==> src/rtl/pipe_pkg.sv <==
// pipe_pkg: shared definitions for the pipeline stage registers.
//   - ps_state_e : occupancy state of a pipe_stage_reg (EMPTY / ONE / TWO)
//   - payload field widths used by stages when packing their payloads
package pipe_pkg;

    typedef enum logic [1:0] {
        PS_EMPTY = 2'd0,
        PS_ONE   = 2'd1,
        PS_TWO   = 2'd2
    } ps_state_e;

    // Common payload field widths; packing happens in the instantiating stage.
    localparam int unsigned OP_W     = 6;
    localparam int unsigned REGIDX_W = 5;
    localparam int unsigned OFFSET_W = 16;
    localparam int unsigned IMM_W    = 32;

endpackage

==> src/rtl/sat_counter.sv <==
// sat_counter: saturating up-counter for performance monitoring.
//   clk : clock, rising edge
//   rst : asynchronous active-high reset, clears q
//   inc : count one event this cycle (ignored once q is all-ones)
//   clr : synchronous clear, wins over inc
//   q   : current count
module sat_counter #(
    parameter int unsigned W = 16
) (
    input  logic         clk,
    input  logic         rst,
    input  logic         inc,
    input  logic         clr,
    output logic [W-1:0] q
);

    logic [W-1:0] cnt_q;
    logic [W-1:0] cnt_d;

    always_comb begin
        cnt_d = cnt_q;
        if (clr) begin
            cnt_d = '0;
        end else if (inc && (cnt_q != '1)) begin
            cnt_d = cnt_q + W'(1);
        end
    end

    always_ff @(posedge clk or posedge rst) begin
        if (rst) begin
            cnt_q <= '0;
        end else begin
            cnt_q <= cnt_d;
        end
    end

    assign q = cnt_q;

endmodule

==> src/rtl/pipe_stage_reg.sv <==
// pipe_stage_reg: valid/ready pipeline stage register with opaque payload.
//   clk, rst   : clock (rising edge), asynchronous active-high reset
//   in_valid   : upstream offers in_data
//   in_ready   : stage accepts this cycle (registered when SKID=1)
//   in_data    : upstream payload
//   out_valid  : stage presents out_data
//   out_ready  : downstream consumes this cycle
//   out_data   : presented payload, all-zero whenever out_valid=0
//   flush      : synchronous kill of held and incoming payloads
//   cnt_clr    : synchronous clear of stall_cnt
//   stall_cnt  : saturating count of cycles with out_valid & ~out_ready
module pipe_stage_reg
    import pipe_pkg::*;
#(
    parameter int unsigned PAYLOAD_W = 64,
    parameter bit          SKID      = 1'b1,
    parameter int unsigned CNT_W     = 16
) (
    input  logic                 clk,
    input  logic                 rst,
    input  logic                 in_valid,
    output logic                 in_ready,
    input  logic [PAYLOAD_W-1:0] in_data,
    output logic                 out_valid,
    input  logic                 out_ready,
    output logic [PAYLOAD_W-1:0] out_data,
    input  logic                 flush,
    input  logic                 cnt_clr,
    output logic [CNT_W-1:0]     stall_cnt
);

    generate
        if (SKID) begin : g_skid
            ps_state_e            state_q, state_d;
            logic [PAYLOAD_W-1:0] main_q, main_d;
            logic [PAYLOAD_W-1:0] skid_q, skid_d;
            logic                 in_ready_q, in_ready_d;
            logic                 in_xfer, out_xfer;

            assign in_xfer  = in_valid & in_ready_q;
            assign out_xfer = (state_q != PS_EMPTY) & out_ready;

            always_comb begin
                state_d = state_q;
                main_d  = main_q;
                skid_d  = skid_q;
                unique case (state_q)
                    PS_EMPTY: begin
                        if (in_xfer) begin
                            state_d = PS_ONE;
                            main_d  = in_data;
                        end
                    end
                    PS_ONE: begin
                        if (in_xfer && out_xfer) begin
                            main_d = in_data;
                        end else if (in_xfer) begin
                            state_d = PS_TWO;
                            skid_d  = in_data;
                        end else if (out_xfer) begin
                            state_d = PS_EMPTY;
                            main_d  = '0;
                        end
                    end
                    PS_TWO: begin
                        if (out_xfer) begin
                            state_d = PS_ONE;
                            main_d  = skid_q;
                            skid_d  = '0;
                        end
                    end
                    default: begin
                        state_d = PS_EMPTY;
                        main_d  = '0;
                        skid_d  = '0;
                    end
                endcase
                if (flush) begin
                    state_d = PS_EMPTY;
                    main_d  = '0;
                    skid_d  = '0;
                end
                // in_ready is registered by precomputing it from the next state.
                in_ready_d = (state_d != PS_TWO);
            end

            always_ff @(posedge clk or posedge rst) begin
                if (rst) begin
                    state_q    <= PS_EMPTY;
                    main_q     <= '0;
                    skid_q     <= '0;
                    in_ready_q <= 1'b1;
                end else begin
                    state_q    <= state_d;
                    main_q     <= main_d;
                    skid_q     <= skid_d;
                    in_ready_q <= in_ready_d;
                end
            end

            assign in_ready  = in_ready_q;
            assign out_valid = (state_q != PS_EMPTY);
            assign out_data  = main_q;
        end else begin : g_noskid
            ps_state_e            state_q, state_d;
            logic [PAYLOAD_W-1:0] main_q, main_d;
            logic                 in_rdy;
            logic                 in_xfer, out_xfer;

            assign in_rdy   = (state_q == PS_EMPTY) | out_ready;
            assign in_xfer  = in_valid & in_rdy;
            assign out_xfer = (state_q != PS_EMPTY) & out_ready;

            always_comb begin
                state_d = state_q;
                main_d  = main_q;
                if (in_xfer) begin
                    // In ONE an in-transfer implies an out-transfer: replace.
                    state_d = PS_ONE;
                    main_d  = in_data;
                end else if (out_xfer) begin
                    state_d = PS_EMPTY;
                    main_d  = '0;
                end
                if (flush) begin
                    state_d = PS_EMPTY;
                    main_d  = '0;
                end
            end

            always_ff @(posedge clk or posedge rst) begin
                if (rst) begin
                    state_q <= PS_EMPTY;
                    main_q  <= '0;
                end else begin
                    state_q <= state_d;
                    main_q  <= main_d;
                end
            end

            assign in_ready  = in_rdy;
            assign out_valid = (state_q != PS_EMPTY);
            assign out_data  = main_q;
        end
    endgenerate

    sat_counter #(
        .W (CNT_W)
    ) u_stall_cnt (
        .clk (clk),
        .rst (rst),
        .inc (out_valid & ~out_ready),
        .clr (cnt_clr),
        .q   (stall_cnt)
    );

endmodule

==> config.mk <==
export PLATFORM = sky130hd
export DESIGN_NAME = pipe_stage_reg
export DESIGN_NICKNAME = d
export VERILOG_FILES = /design/src/rtl/pipe_pkg.sv /design/src/rtl/sat_counter.sv /design/src/rtl/pipe_stage_reg.sv
export SDC_FILE = /design/constraint.sdc
export NUM_CORES = 1
export LEC_CHECK = 0
export CAP_MARGIN = 20
export CELL_PAD_IN_SITES_DETAIL_PLACEMENT = 0
export CELL_PAD_IN_SITES_GLOBAL_PLACEMENT = 1
export CORE_UTILIZATION = 39
export CTS_BUF_LIST = sky130_fd_sc_hd__clkbuf_16
export DETAILED_ROUTE_END_ITERATION = 12
export HOLD_SLACK_MARGIN = 0.06
export PLACE_DENSITY = 0.9
export SKIP_LAST_GASP = 1
export SYNTH_ARGS = -nofsm -noshare
export SYNTH_HDL_FRONTEND = slang
export SYNTH_SLANG_ARGS = --single-unit
==> constraint.sdc <==
create_clock -name clk -period 8.1 [get_ports clk]
set_clock_uncertainty 0.2 [all_clocks]
set_input_delay 2.43 -clock clk [delete_from_list [all_inputs] [get_ports clk]]
set_output_delay 2.43 -clock clk [all_outputs]
set_load 0.1 [all_outputs]
== Yosys cells after proc, flatten, opt, wreduce, memory -nomap -nowiden ==
Cells that the tools add are included.

* Add/sub/neg operators: 1
* Eq/ne operators: 11
* Mux-type cells: 19
* Bitwise operators: 4
* Reduce and logical (&&, ||, !) cells: 7

{| class="wikitable"
|+ Operators by type and width
! operator !! count
|-
| 2-to-1 mux 64 bit || 8
|-
| one-hot mux 64 bit (3 select lines) || 2
|-
| 2-to-1 mux 16 bit || 2
|-
| adder 16 x 1 -> 16 bit (second input constant) || 1
|-
| != test 16 bit (second input constant) || 1
|-
| 2-to-1 mux 2 bit || 6
|-
| != test 3 bit (second input constant) || 4
|-
| != test 4 bit (second input constant) || 2
|-
| AND reduction 4 bit || 2
|-
| one-hot mux 2 bit (3 select lines) || 1
|-
| != test 2 bit (second input constant) || 2
|-
| nonzero test 2 bit || 2
|-
| bitwise AND 1 bit || 3
|-
| == test 2 x 1 -> 1 bit (second input constant) || 1
|-
| == test 2 bit (second input constant) || 1
|-
| logical AND 1 bit || 2
|-
| logical NOT 2 bit || 1
|-
| inverter 1 bit || 1
|}

* Register bits after elaboration: 147
* Bits of input ports: 70
* Output and inout port bits: 82

== Logic depth before layout (Yosys ltp) ==
* Word-level depth: 8
* Gate-level depth with buffers: 7

== Hierarchy ==
From an unflattened synthesis, not the netlist that was laid out.

* Cells, all modules: 768
* Area total of the unflattened synthesis: 7493.4 µm²

{| class="wikitable"
|+ By module, submodules not included
! module !! times used !! cells each !! area each (µm²) !! seq. area each (µm²)
|-
| pipe_stage_reg || 1 || 667 || 6561.3 || 3279.4
|-
| sat_counter || 1 || 101 || 932.1 || 400.4
|}

== Worst setup path after synthesis ==
Ideal clock, no wire load.

* Path kind: in2reg
* Start: input port out_ready
* End: register u_stall_cnt.cnt_q[15], in the netlist u_stall_cnt.q[15]
* Arrival: 3580 ps
* Required time: 7822 ps
* Slack: 4242 ps
* Stages: 6
* Buffers on the path: 2
* Cells stage by stage: buf_6 > o21ba_1 > buf_6 > nand4_4 > or4_1 > a21oi_1

* Longest elaborated chain between the ends: 4

{| class="wikitable"
|+ Ends and longest elaborated chain
! element !! RTL line !! RTL
|-
| from (decl) || pipe_stage_reg.sv:25 || <nowiki>input logic out_ready,</nowiki>
|-
| inverter 1 bit || pipe_stage_reg.sv:152 || <nowiki>.inc (out_valid & ~out_ready),</nowiki>
|-
| bitwise AND 1 bit || pipe_stage_reg.sv:152 ||
|-
| logical AND 1 bit || sat_counter.sv:24 || <nowiki>end else if (inc && (cnt_q != '1)) begin</nowiki>
|-
| nonzero test 2 bit (no line) || - ||
|-
| to (signal assigned) || sat_counter.sv:33 || <nowiki>cnt_q <= cnt_d;</nowiki>
|-
| to (decl) || sat_counter.sv:17 || <nowiki>logic [W-1:0] cnt_q;</nowiki>
|}

No other way between the ends.
A chain may end at the register's enable or synchronous reset.

== Worst setup path in the final report ==
* Start: register g_skid.state_q[1]
* End: output port out_valid

* Longest elaborated chain between the ends: 1

{| class="wikitable"
|+ Ends and longest elaborated chain
! element !! RTL line !! RTL
|-
| from (decl) || pipe_stage_reg.sv:34 || <nowiki>ps_state_e state_q, state_d;</nowiki>
|-
| from (signal assigned) || pipe_stage_reg.sv:94 || <nowiki>state_q <= state_d;</nowiki>
|-
| nonzero test 2 bit || pipe_stage_reg.sv:102 || <nowiki>assign out_valid = (state_q != PS_EMPTY);</nowiki>
|-
| to (decl) || pipe_stage_reg.sv:24 || <nowiki>output logic out_valid,</nowiki>
|}

No other way between the ends.

==> metrics.yaml <==
setup_path:
  r2r_setup_slack_ns: 5.44
  worstPathCellList: "or2_2 > clkdlybuf4s50_1"
  crit_required_ns: 5.47
  max_stage_delay_ns: 1.13
  r2r_start: "g_skid.state_q[1]"
  critPathCaptureType: "output pin"
  cp-start-kind: "register"
  critPathTopFamily: "buffers and inverters"
  r2r_end: "out_data[23]"
  cp_slowest_cell: "clkdlybuf4s50_1"
  crit_path_max_fanout: 13
  criticalPathCategory: "register to output pin"
  worst-path-buf-inv: 1
  critPathArrivalTime_ns: 2.38
  r2r_cells: 5
cts:
  root_buffer: "clkbuf_16"
  ctsHtreeMaxLevel: 4
  path_clk_slew_ns: 0.06
  cts_resized: 0
  hold_buffers: 0
  cts_setup_buffers: 0
  cts_tree: "yes"
  numCtsBuffers: 17
  clockBufferDepth: 2
  clock_sinks: 147
  clock_latency_ns: 0.41
layout:
  multiInputGateArea_mm2: 0.00262
  regArea_mm2: 0.00368
  finalNetCount: 821
  final_layout_size_suffix_gt1_frac: 0.0668
  final_util: 0.540
  area_growth_pct: 34.0
  diodes: 0
  nFillCells: 1416
die:
  start_util: 0.403
  core_area_mm2: 0.0167
  die_x_um: 133
  fp.dieArea_mm2: 0.0178
  floorplan.die.height_um: 133
  placementRows: 47
  ios: 152
synth:
  syn-num-nets: 687
  syn_inst: 616
  synth_edf_count: 0
  synth_top_flop_cell: "dfrtp_1"
  synth_top_cell_by_area: "dfrtp_1"
  syn_area_mm2: 0.00673
  yosysSeqAreaShare: 0.546
  synth-seq-cells: 147
  async_flop_share: 1.00
  avgSynthCellArea_um2: 10.9
  synth_area_leaders: "dfrtp_1, mux2i_1, o2bb2ai_1"
  netlist.area_leader.share: 0.543
  synth_warnings: 0
  ys_types: 46
hold_path:
  min_to: "out_data[18]"
  min_path_type: "register to register"
  hp-start: "out_data[18]"
  hold_path_depth: 1
route:
  routedWlPerCell_um: 17.3
  dr.pass1.iters: 4
  detail-route-antenna-nets: 0
  via_per_inst: 5.41
  dr_total_vias: 5321
  drt_iter0_drc: 338
  drc: 0
  routed_wl_um: 17000
placed_design:
  place_hpwl_um: 11000
  io_buffers: 151
  gp_congestion: 0.722
sta:
  finalSetupTns_ns: 0
  finalHoldViolCount: 0
  period_share: 0.619
  fin_crit_ns: 5.01
  max_slew_margin: 0.331
  fmax_mhz: 200
  tightest_slew_ns: 1.00
  slew_violations: 0
  rsz0062_at_grt: "false"
  setup_viol: 0
global_routing:
  grt_pass1_wl_um: 27600
  globalRouteTotalUtil: 0.197
  grt_pass1_vias: 5465
  grt_max_degree: 84
  antenna_found_initial: 0
  grt.overflow.total: 0
status:
  status: "finished clean"
power_and_ir_drop:
  ir_drop_mv: 0.143
  power_leakage_uw: 0.00387
  power_density_mw_per_mm2: 228
flow_run:
  cap_violations: 0
-- metrics by stage --
step | power [µW] | cell area, µm² | instances | hold slack [ns] | setup WS [ns]
2_1_floorplan | 1130 | 6730 | 616 | 0.298 | 1.52
3_3_place_gp | 1250 | 8410 | 950 | 0.271 | 3.04
3_5_place_dp | 1260 | 8420 | 951 | 0.273 | 2.95
4_1_cts | 2070 | 9020 | 983 | 0.290 | 3.06
5_1_grt | 2130 | 9020 | 983 | 0.308 | 2.99
6_report | 2050 | 9020 | 983 | 0.286 | 3.09
-- placed cells by master (no fill, tap or decap), types with 3 or more instances in the layout --
cell / netlist / final
a21oi_1: 15 / 14
a22oi_1: 64 / 64
buf_4: 6 / 8
bufinv_16: 0 / 4
clkbuf_16: 0 / 17
clkdlybuf4s50_1: 0 / 151
clkinv_1: 0 / 4
clkinv_2: 0 / 3
dfrtp_1: 146 / 146
inv_1: 68 / 69
mux2i_1: 65 / 65
nand2_1: 75 / 75
nand3_1: 5 / 5
nand4_1: 5 / 5
nor2_1: 6 / 5
nor3_1: 3 / 3
o21ai_0: 6 / 6
o2bb2ai_1: 64 / 64
o31ai_1: 4 / 4
or3_1: 8 / 8
or4_1: 4 / 4
-- cell families (layout without fill, tap and decap cells) --
group                      count (synthesis)  count (layout)  share of synthesized area
AOI/OAI and AO/OA                        164             164                      0.188
DFF                                      147             147                      0.546
and+or+nand+nor                          124             124                     0.0923
buffers and inverters                    113             260                     0.0717
muxes                                     66              66                     0.0983
adders and majority gates                  1               1                    0.00186
xor gates and xnor gates                   1               1                    0.00130
-- metal layers --
layer | up-vias | part of all wire | GRT usage
met4 | 0 | 0.012 | 0.0612
li1 | 2472 | - | -
met5 | - | 0 | 0
met3 | 19 | 0.058 | 0.0464
met1 | 2652 | 0.45 | 0.264
met2 | 178 | 0.48 | 0.315
-- state kept, by name, indices dropped and copies added (netlist names) --
signal and flops:
u_stall_cnt.q 16, g_skid.skid_q 64, g_skid.state_q 2, in_ready 1, out_data 64
-- cell usage after synthesis (all sizes together), types with 2 or more instances --
master	instances
or2	2
dfrtp	146
o311ai	2
buf	27
clkbuf	18
nand3b	2
a22oi	64
nand4	7
mux2i	65
a21oi	16
o21ba	2
o2bb2ai	64
or3	8
nor2b	2
nor3	4
o31ai	4
o21bai	2
nand2	75
inv	68
nand3	6
nor3b	2
and3	2
and4	2
or4	4
o21ai	7
nor2	6
-- cell type report --
cell class,instances,share of cell area
multi-input combinational,356,0.291
tap,220,0.0305
clock inverter,15,0.0191
clock buffer,17,0.0472
timing repair buffer,160,0.176
sequential,147,0.408
inverter,68,0.0288
-- worst max-delay path by stage --
stage	startpoint	end	slack, ns	cells past startpoint
after floorplan	rst	g_skid.skid_q[0]	1.52	1
after global placement	flush	g_skid.skid_q[22]	3.04	5
after detailed placement	out_ready	out_data[20]	2.95	6
after CTS	g_skid.state_q[1]	out_valid	3.06	2
after global routing	g_skid.state_q[1]	out_valid	2.99	2
final	g_skid.state_q[1]	out_valid	3.09	2
-- where the power goes --
| part | internal (µW) | switching [µW] | total, µW |
|---|---|---|---|
| logic | 125 | 316 | 441 |
| registers | 778 | 29.6 | 807 |
| clock network | 507 | 299 | 805 |
Power figures use the tool's default switching activity.
